## src/rtl/sc_stream_decoder_pkg.sv

```systemverilog
// rtl/sc_stream_decoder_pkg.sv - shared FSM encodings for stochastic stream decoders
//
// Purpose: state encodings shared by SC stream controllers. The encodings are fixed so
//          that other stream controllers and debug tooling decode the state identically.
// Ports:   none (package)

package sc_stream_decoder_pkg;

  typedef enum logic [1:0] {
    SC_DEC_IDLE  = 2'd0,
    SC_DEC_COUNT = 2'd1,
    SC_DEC_HOLD  = 2'd2
  } sc_dec_state_t;

endpackage

```

## src/rtl/sc_stream_decoder_window_counter.sv

```systemverilog
// rtl/sc_stream_decoder_window_counter.sv - saturating sample-window counter
//
// Purpose: counts enabled samples within a window of 2**LEN_W slots. It is used for window
//          framing, and stochastic number generators can reuse it for the same purpose.
// Ports:
//   clk       in   1      clock
//   rst       in   1      synchronous reset, active-high
//   clear     in   1      restart the window (count <= 0)
//   enable    in   1      one sample consumed this cycle
//   count     out  LEN_W  index of the next sample slot
//   terminal  out  1      count is at the last slot (all ones)

module sc_window_counter
  import sc_stream_decoder_pkg::*;
#(
  parameter int LEN_W = 8
) (
  input  logic             clk,
  input  logic             rst,
  input  logic             clear,
  input  logic             enable,
  output logic [LEN_W-1:0] count,
  output logic             terminal
);

  assign terminal = &count;

  // Holds at the terminal slot instead of wrapping, so a late enable cannot alias
  // into the next window before it is explicitly cleared.
  always_ff @(posedge clk) begin
    if (rst || clear) begin
      count <= '0;
    end else if (enable && !terminal) begin
      count <= count + LEN_W'(1);
    end
  end

endmodule

```

## src/rtl/sc_stream_decoder.sv

```systemverilog
// rtl/sc_stream_decoder.sv - stochastic bitstream to binary count decoder
//
// Purpose: counts the ones among 2**LEN_W valid samples of a stochastic bitstream and
//          presents the count through a valid/ready output register.
// Ports:
//   clk        in   1      clock
//   rst        in   1      synchronous reset, active-high
//   start      in   1      pulse: begin a new conversion window
//   bit_in     in   1      stochastic bitstream sample
//   bit_valid  in   1      bit_in is a sample this cycle
//   busy       out  1      window is being accumulated
//   out_count  out  CNT_W  number of ones in the completed window
//   out_valid  out  1      out_count valid, held until accepted
//   out_ready  in   1      consumer accepts out_count

module sc_stream_decoder
  import sc_stream_decoder_pkg::*;
#(
  parameter int LEN_W = 8
) (
  input  logic               clk,
  input  logic               rst,
  input  logic               start,
  input  logic               bit_in,
  input  logic               bit_valid,
  output logic               busy,
  output logic [LEN_W:0]     out_count,
  output logic               out_valid,
  input  logic               out_ready
);

  localparam int CNT_W = LEN_W + 1;

  sc_dec_state_t state, state_nxt;

  logic [CNT_W-1:0] ones_cnt;
  logic             win_clear;
  logic             win_terminal;
  logic             sample_take;
  logic             finish;
  // The sample index matters only to framing users; the decoder keys off terminal alone.
  logic [LEN_W-1:0] unused_sample_cnt;

  sc_window_counter #(
    .LEN_W (LEN_W)
  ) u_window (
    .clk      (clk),
    .rst      (rst),
    .clear    (win_clear),
    .enable   (sample_take),
    .count    (unused_sample_cnt),
    .terminal (win_terminal)
  );

  // Gating on bit_valid keeps stalled (possibly unknown) bit_in values out of the counters.
  assign sample_take = (state == SC_DEC_COUNT) && bit_valid;
  assign finish      = sample_take && win_terminal;
  assign busy        = (state == SC_DEC_COUNT);

  always_comb begin
    state_nxt = state;
    win_clear = 1'b0;
    case (state)
      SC_DEC_IDLE: begin
        if (start) begin
          win_clear = 1'b1;
          state_nxt = SC_DEC_COUNT;
        end
      end
      SC_DEC_COUNT: begin
        if (finish) begin
          state_nxt = SC_DEC_HOLD;
        end
      end
      SC_DEC_HOLD: begin
        // The result is never overwritten before it is accepted; start alone is ignored.
        if (out_ready) begin
          if (start) begin
            win_clear = 1'b1;
            state_nxt = SC_DEC_COUNT;
          end else begin
            state_nxt = SC_DEC_IDLE;
          end
        end
      end
      default: begin
        state_nxt = SC_DEC_IDLE;
      end
    endcase
  end

  always_ff @(posedge clk) begin
    if (rst) begin
      state     <= SC_DEC_IDLE;
      ones_cnt  <= '0;
      out_count <= '0;
      out_valid <= 1'b0;
    end else begin
      state <= state_nxt;

      if (win_clear) begin
        ones_cnt <= '0;
      end else if (sample_take) begin
        ones_cnt <= ones_cnt + CNT_W'(bit_in);
      end

      // The final sample folds straight into the result, saving one cycle of latency.
      if (finish) begin
        out_count <= ones_cnt + CNT_W'(bit_in);
        out_valid <= 1'b1;
      end else if (out_valid && out_ready) begin
        out_valid <= 1'b0;
      end
    end
  end

endmodule
```

## config.mk

```make
export PLATFORM = sky130hd
export DESIGN_NAME = sc_stream_decoder
export DESIGN_NICKNAME = d
export VERILOG_FILES = /design/src/rtl/sc_stream_decoder_pkg.sv /design/src/rtl/sc_stream_decoder_window_counter.sv /design/src/rtl/sc_stream_decoder.sv
export SDC_FILE = /design/constraint.sdc
export NUM_CORES = 1
export LEC_CHECK = 0
export BUFFER_PORTS_ARGS = -buffer_cell sky130_fd_sc_hd__buf_2
export CAP_MARGIN = 20
export CORE_MARGIN = 1.5
export CORE_UTILIZATION = 40
export DETAILED_ROUTE_END_ITERATION = 6
export PLACE_DENSITY_LB_ADDON = 0.05
export SYNTH_ARGS = -nofsm -noshare
export SYNTH_HDL_FRONTEND = slang
export SYNTH_HIERARCHICAL = 1
export SYNTH_SLANG_ARGS = --single-unit
```

## constraint.sdc

```tcl
create_clock -name clk -period 4.4 [get_ports clk]
set_clock_uncertainty 0.05 [all_clocks]
set_input_delay 0.22 -clock clk [delete_from_list [all_inputs] [get_ports clk]]
set_output_delay 0.22 -clock clk [all_outputs]
set_load 0.05 [all_outputs]
```

==> impl_results.md <==
* CTS clk-pin slew, worst paths at 90 ps
* Final worst slack at 2340 ps
* Post-synthesis simple-gate area fraction at 23.1%
* P&R area growth vs syn at 12.2%
* Crit path to: out_count[2]$_SDFFE_PP0P_
* Drt total wl at 2900 µm
* Post-DP Area at 1470 µm²
* R2r startpoint: u_window/count[5]$_SDFFE_PP0P_
* #FFs+latches synth at 29
* Adder-Cell Fraction of Synth Area at 2.76%
* IO buf count at 16
* Initial antenna violation count at 0
* Sequential Area at 581 µm²
* Clk root buf: clkbuf_4
* Cell chain of the critical path: and3_1 -> inv_1 -> nor3_1 -> and4b_1 -> nor2_1 -> a211oi_1
* Vias per cell at 5.46
* Max transition margin at 54.1%
* R2r worst-path depth at 6
* Critical path class: reg -> reg
* FP Rows at 20
* Antenna Nets Post-Route at 0
* CP Capture Type: flip-flop
* Layout cells sized above 1 at 14.9%
* Post-synth top flop: dfxtp_1
* Met3 GRT Util at 7.56%
* Clk sinks at 29
* Fmax at 486 MHz
* Gr ovfl total at 0
* Dpl hpwl at 1990 µm
* Most frequent cells in the layout: 29 x dfxtp_1, 16 x nand2_1, 16 x buf_2
* Setup WS pre-CTS at 2340 ps
* Final Cycle Share at 46.7%
* Synth Instances at 156
* Die X at 61.3 µm
* Post-Syn Area at 1360 µm²
* Vias in the first global route at 1073
* Ports at 17
* Die Y-Extent at 61.3 µm
* Synth async-reset ratio at 0%
* Max Cap Violations at 0
* Endpoints failing setup at 0
* Largest net degree at the start of global routing at 17
* First drt pass iteration count at 4
* Design Area, Final at 1530 µm²
* Worst slew pin tran at 684 ps
* Post-synth EDFFs at 0
* Mux share of post-synthesis cell area at 2.21%
* GR Layer Usage met1 at 24.0%
* Final Max Slew Viols at 0
* Synth Area in Compound Gates at 23.3%
* Count of unique library cells instantiated by Yosys at 40
* Initial drt markers at 60
* Max incr delay on CP at 580 ps
* Fin crit period at 2060 ps
* Crit-path max FO at 16
* CTS Buffer Depth at 2
* Post-CTS setup buffer count at 0
* Layout Nets at 183
* Pleak at 0.534 nW
* CP startpoint kind: flip-flop
* Gr busiest metal: met2
* Fillers at 310
* H-tree lvl count at 2
* Crit. Startpoint: u_window/count[5]$_SDFFE_PP0P_
* GR Util All Layers at 18.0%
* Remaining DRCs at 0
* First-pass GRT wire length at 4860 µm
* Worst IR Drop VDD at 0.171 mV
* Status: finished clean
* Grt met2 use at 25.7%
* Critical path buffer and inverter count at 1
* Setup tns final at 0 ps
* Mean Syn Cell Area at 8.72 µm²
* Slowest CP cell: and4b_1
* R2R Setup Slk at 2340 ps
* P per Cell Area at 298 nW/µm²
* CP arrival at 2250 ps
* Yosys warning count at 6
* Core box area at 3150 µm²
* Commonest non-fill, non-tap cell in the layout: dfxtp_1
* Reg-to-Reg End: out_count[2]$_SDFFE_PP0P_
* Routed wire length per instance at 13.3 µm
* RSZ-0062 raised after global routing: false
* Post-CTS sizing at 0
* Worst hold-check path type: in -> reg
* Via count at 1191
* Hold path depth at 3
* # hold bufs at CTS at 0
* CTS tree: done
* Sequential fraction of the synthesis area at 42.7%
* Power consumption at 0.455 mW
* Antenna cells at 0
* Critical Path RT at 4600 ps
* Final hold vios at 0
* Clk_lat worst skew at 330 ps
* RD Place Congestion at 0.735
* XOR/XNOR Fraction of Synth Area at 2.58%
* Inserted Clock Buffers at 5
* WP depth at 6
* Total die area at 3760 µm²
* Net Count, Synth at 165
* Largest family of logic cells by synthesized area: compound AO/OA/AOI/OAI gates
* Family with the most delay on the worst path: simple AND/OR/NAND/NOR gates
* Starting Density at 43.1%
* Area of the multi-input gates at 733 µm²
## registers in the layout, indices dropped and copies added, names as in the netlist
signal / cells
ones_cnt: 9
out_count: 9
out_valid: 1
state: 2
u_window/count: 8
## logic make-up after synthesis
family / Yosys count
flip-flops: 29
buffers and inverters: 11
AND/OR/NAND/NOR: 55
AO/OA/AOI/OAI: 51
XOR/XNOR: 4
adder cells (fa/ha/maj): 3
multiplexers: 3
## routing by layer
metal / vias up / wire, µm
li1: 627 / -
met1: 528 / 1490
met2: 32 / 1200
met3: 4 / 167
met4: 0 / 29
met5: - / 0
## tightest hold or removal path: cells and delay by family
family | cells | cell delay [ps]
buffers and inverters | 1 | 90
AND/OR/NAND/NOR | 1 | 90
AO/OA/AOI/OAI | 1 | 60
## power breakdown
part	internal [mW]	switching (mW)	total, mW	leakage (nW)
clock	0.0753	0.0900	0.165	0.0314
sequential	0.264	0.00167	0.265	0.234
combinational	0.00704	0.0172	0.0242	0.269
## cells in the mapped netlist, types with 2 or more instances
cell | instances | area [µm²]
nor2b_1 | 2 | 12.5
nand2_1 | 16 | 60.1
a2111oi_0 | 3 | 26.3
inv_1 | 6 | 22.5
a211oi_1 | 2 | 15.0
o21ai_0 | 12 | 60.1
buf_2 | 4 | 20.0
nor2_1 | 5 | 18.8
dfxtp_1 | 29 | 581
nand4b_1 | 2 | 17.5
a31oi_1 | 6 | 37.5
o31ai_1 | 4 | 30.0
nand2b_1 | 3 | 18.8
nand3_1 | 4 | 20.0
or3_1 | 8 | 50.1
nand4_1 | 2 | 12.5
o21ai_1 | 2 | 10.0
xor2_1 | 3 | 26.3
or4_1 | 4 | 30.0
a21oi_1 | 15 | 75.1
ha_1 | 3 | 37.5
mux2i_1 | 3 | 30.0
## layout make-up
cell class                 count  area share, %
inverter                       6           1.48
tap                           44           3.61
sequential                    29           38.0
clock buffer                   7           3.61
multi-input combinational    116           48.0
timing repair buffer          16           5.25
## how the worst min path moves through the flow
| stage | start | endpoint |
|---|---|---|
| finish | out_ready | out_valid$_SDFFE_PP0P_ |
| global route | out_ready | out_valid$_SDFFE_PP0P_ |
| CTS | out_ready | out_valid$_SDFFE_PP0P_ |
| detailed placement | out_count[0]$_SDFFE_PP0P_ | out_count[0]$_SDFFE_PP0P_ |
| global placement | out_count[1]$_SDFFE_PP0P_ | out_count[1]$_SDFFE_PP0P_ |
| floorplan | rst | out_count[0]$_SDFFE_PP0P_ |
## metrics by stage
| step | std cells | hold WS, ps | util, % |
|---|---|---|---|
| final | 218 | 113 | 48.4 |
| after global routing | 218 | 101 | 48.4 |
| after CTS | 218 | 97.3 | 48.4 |
| after detailed placement | 211 | 402 | 46.7 |
| after global placement | 211 | 396 | 46.7 |
| after floorplan | 156 | 239 | - |
No activity file was read; power rests on OpenSTA's default activity.
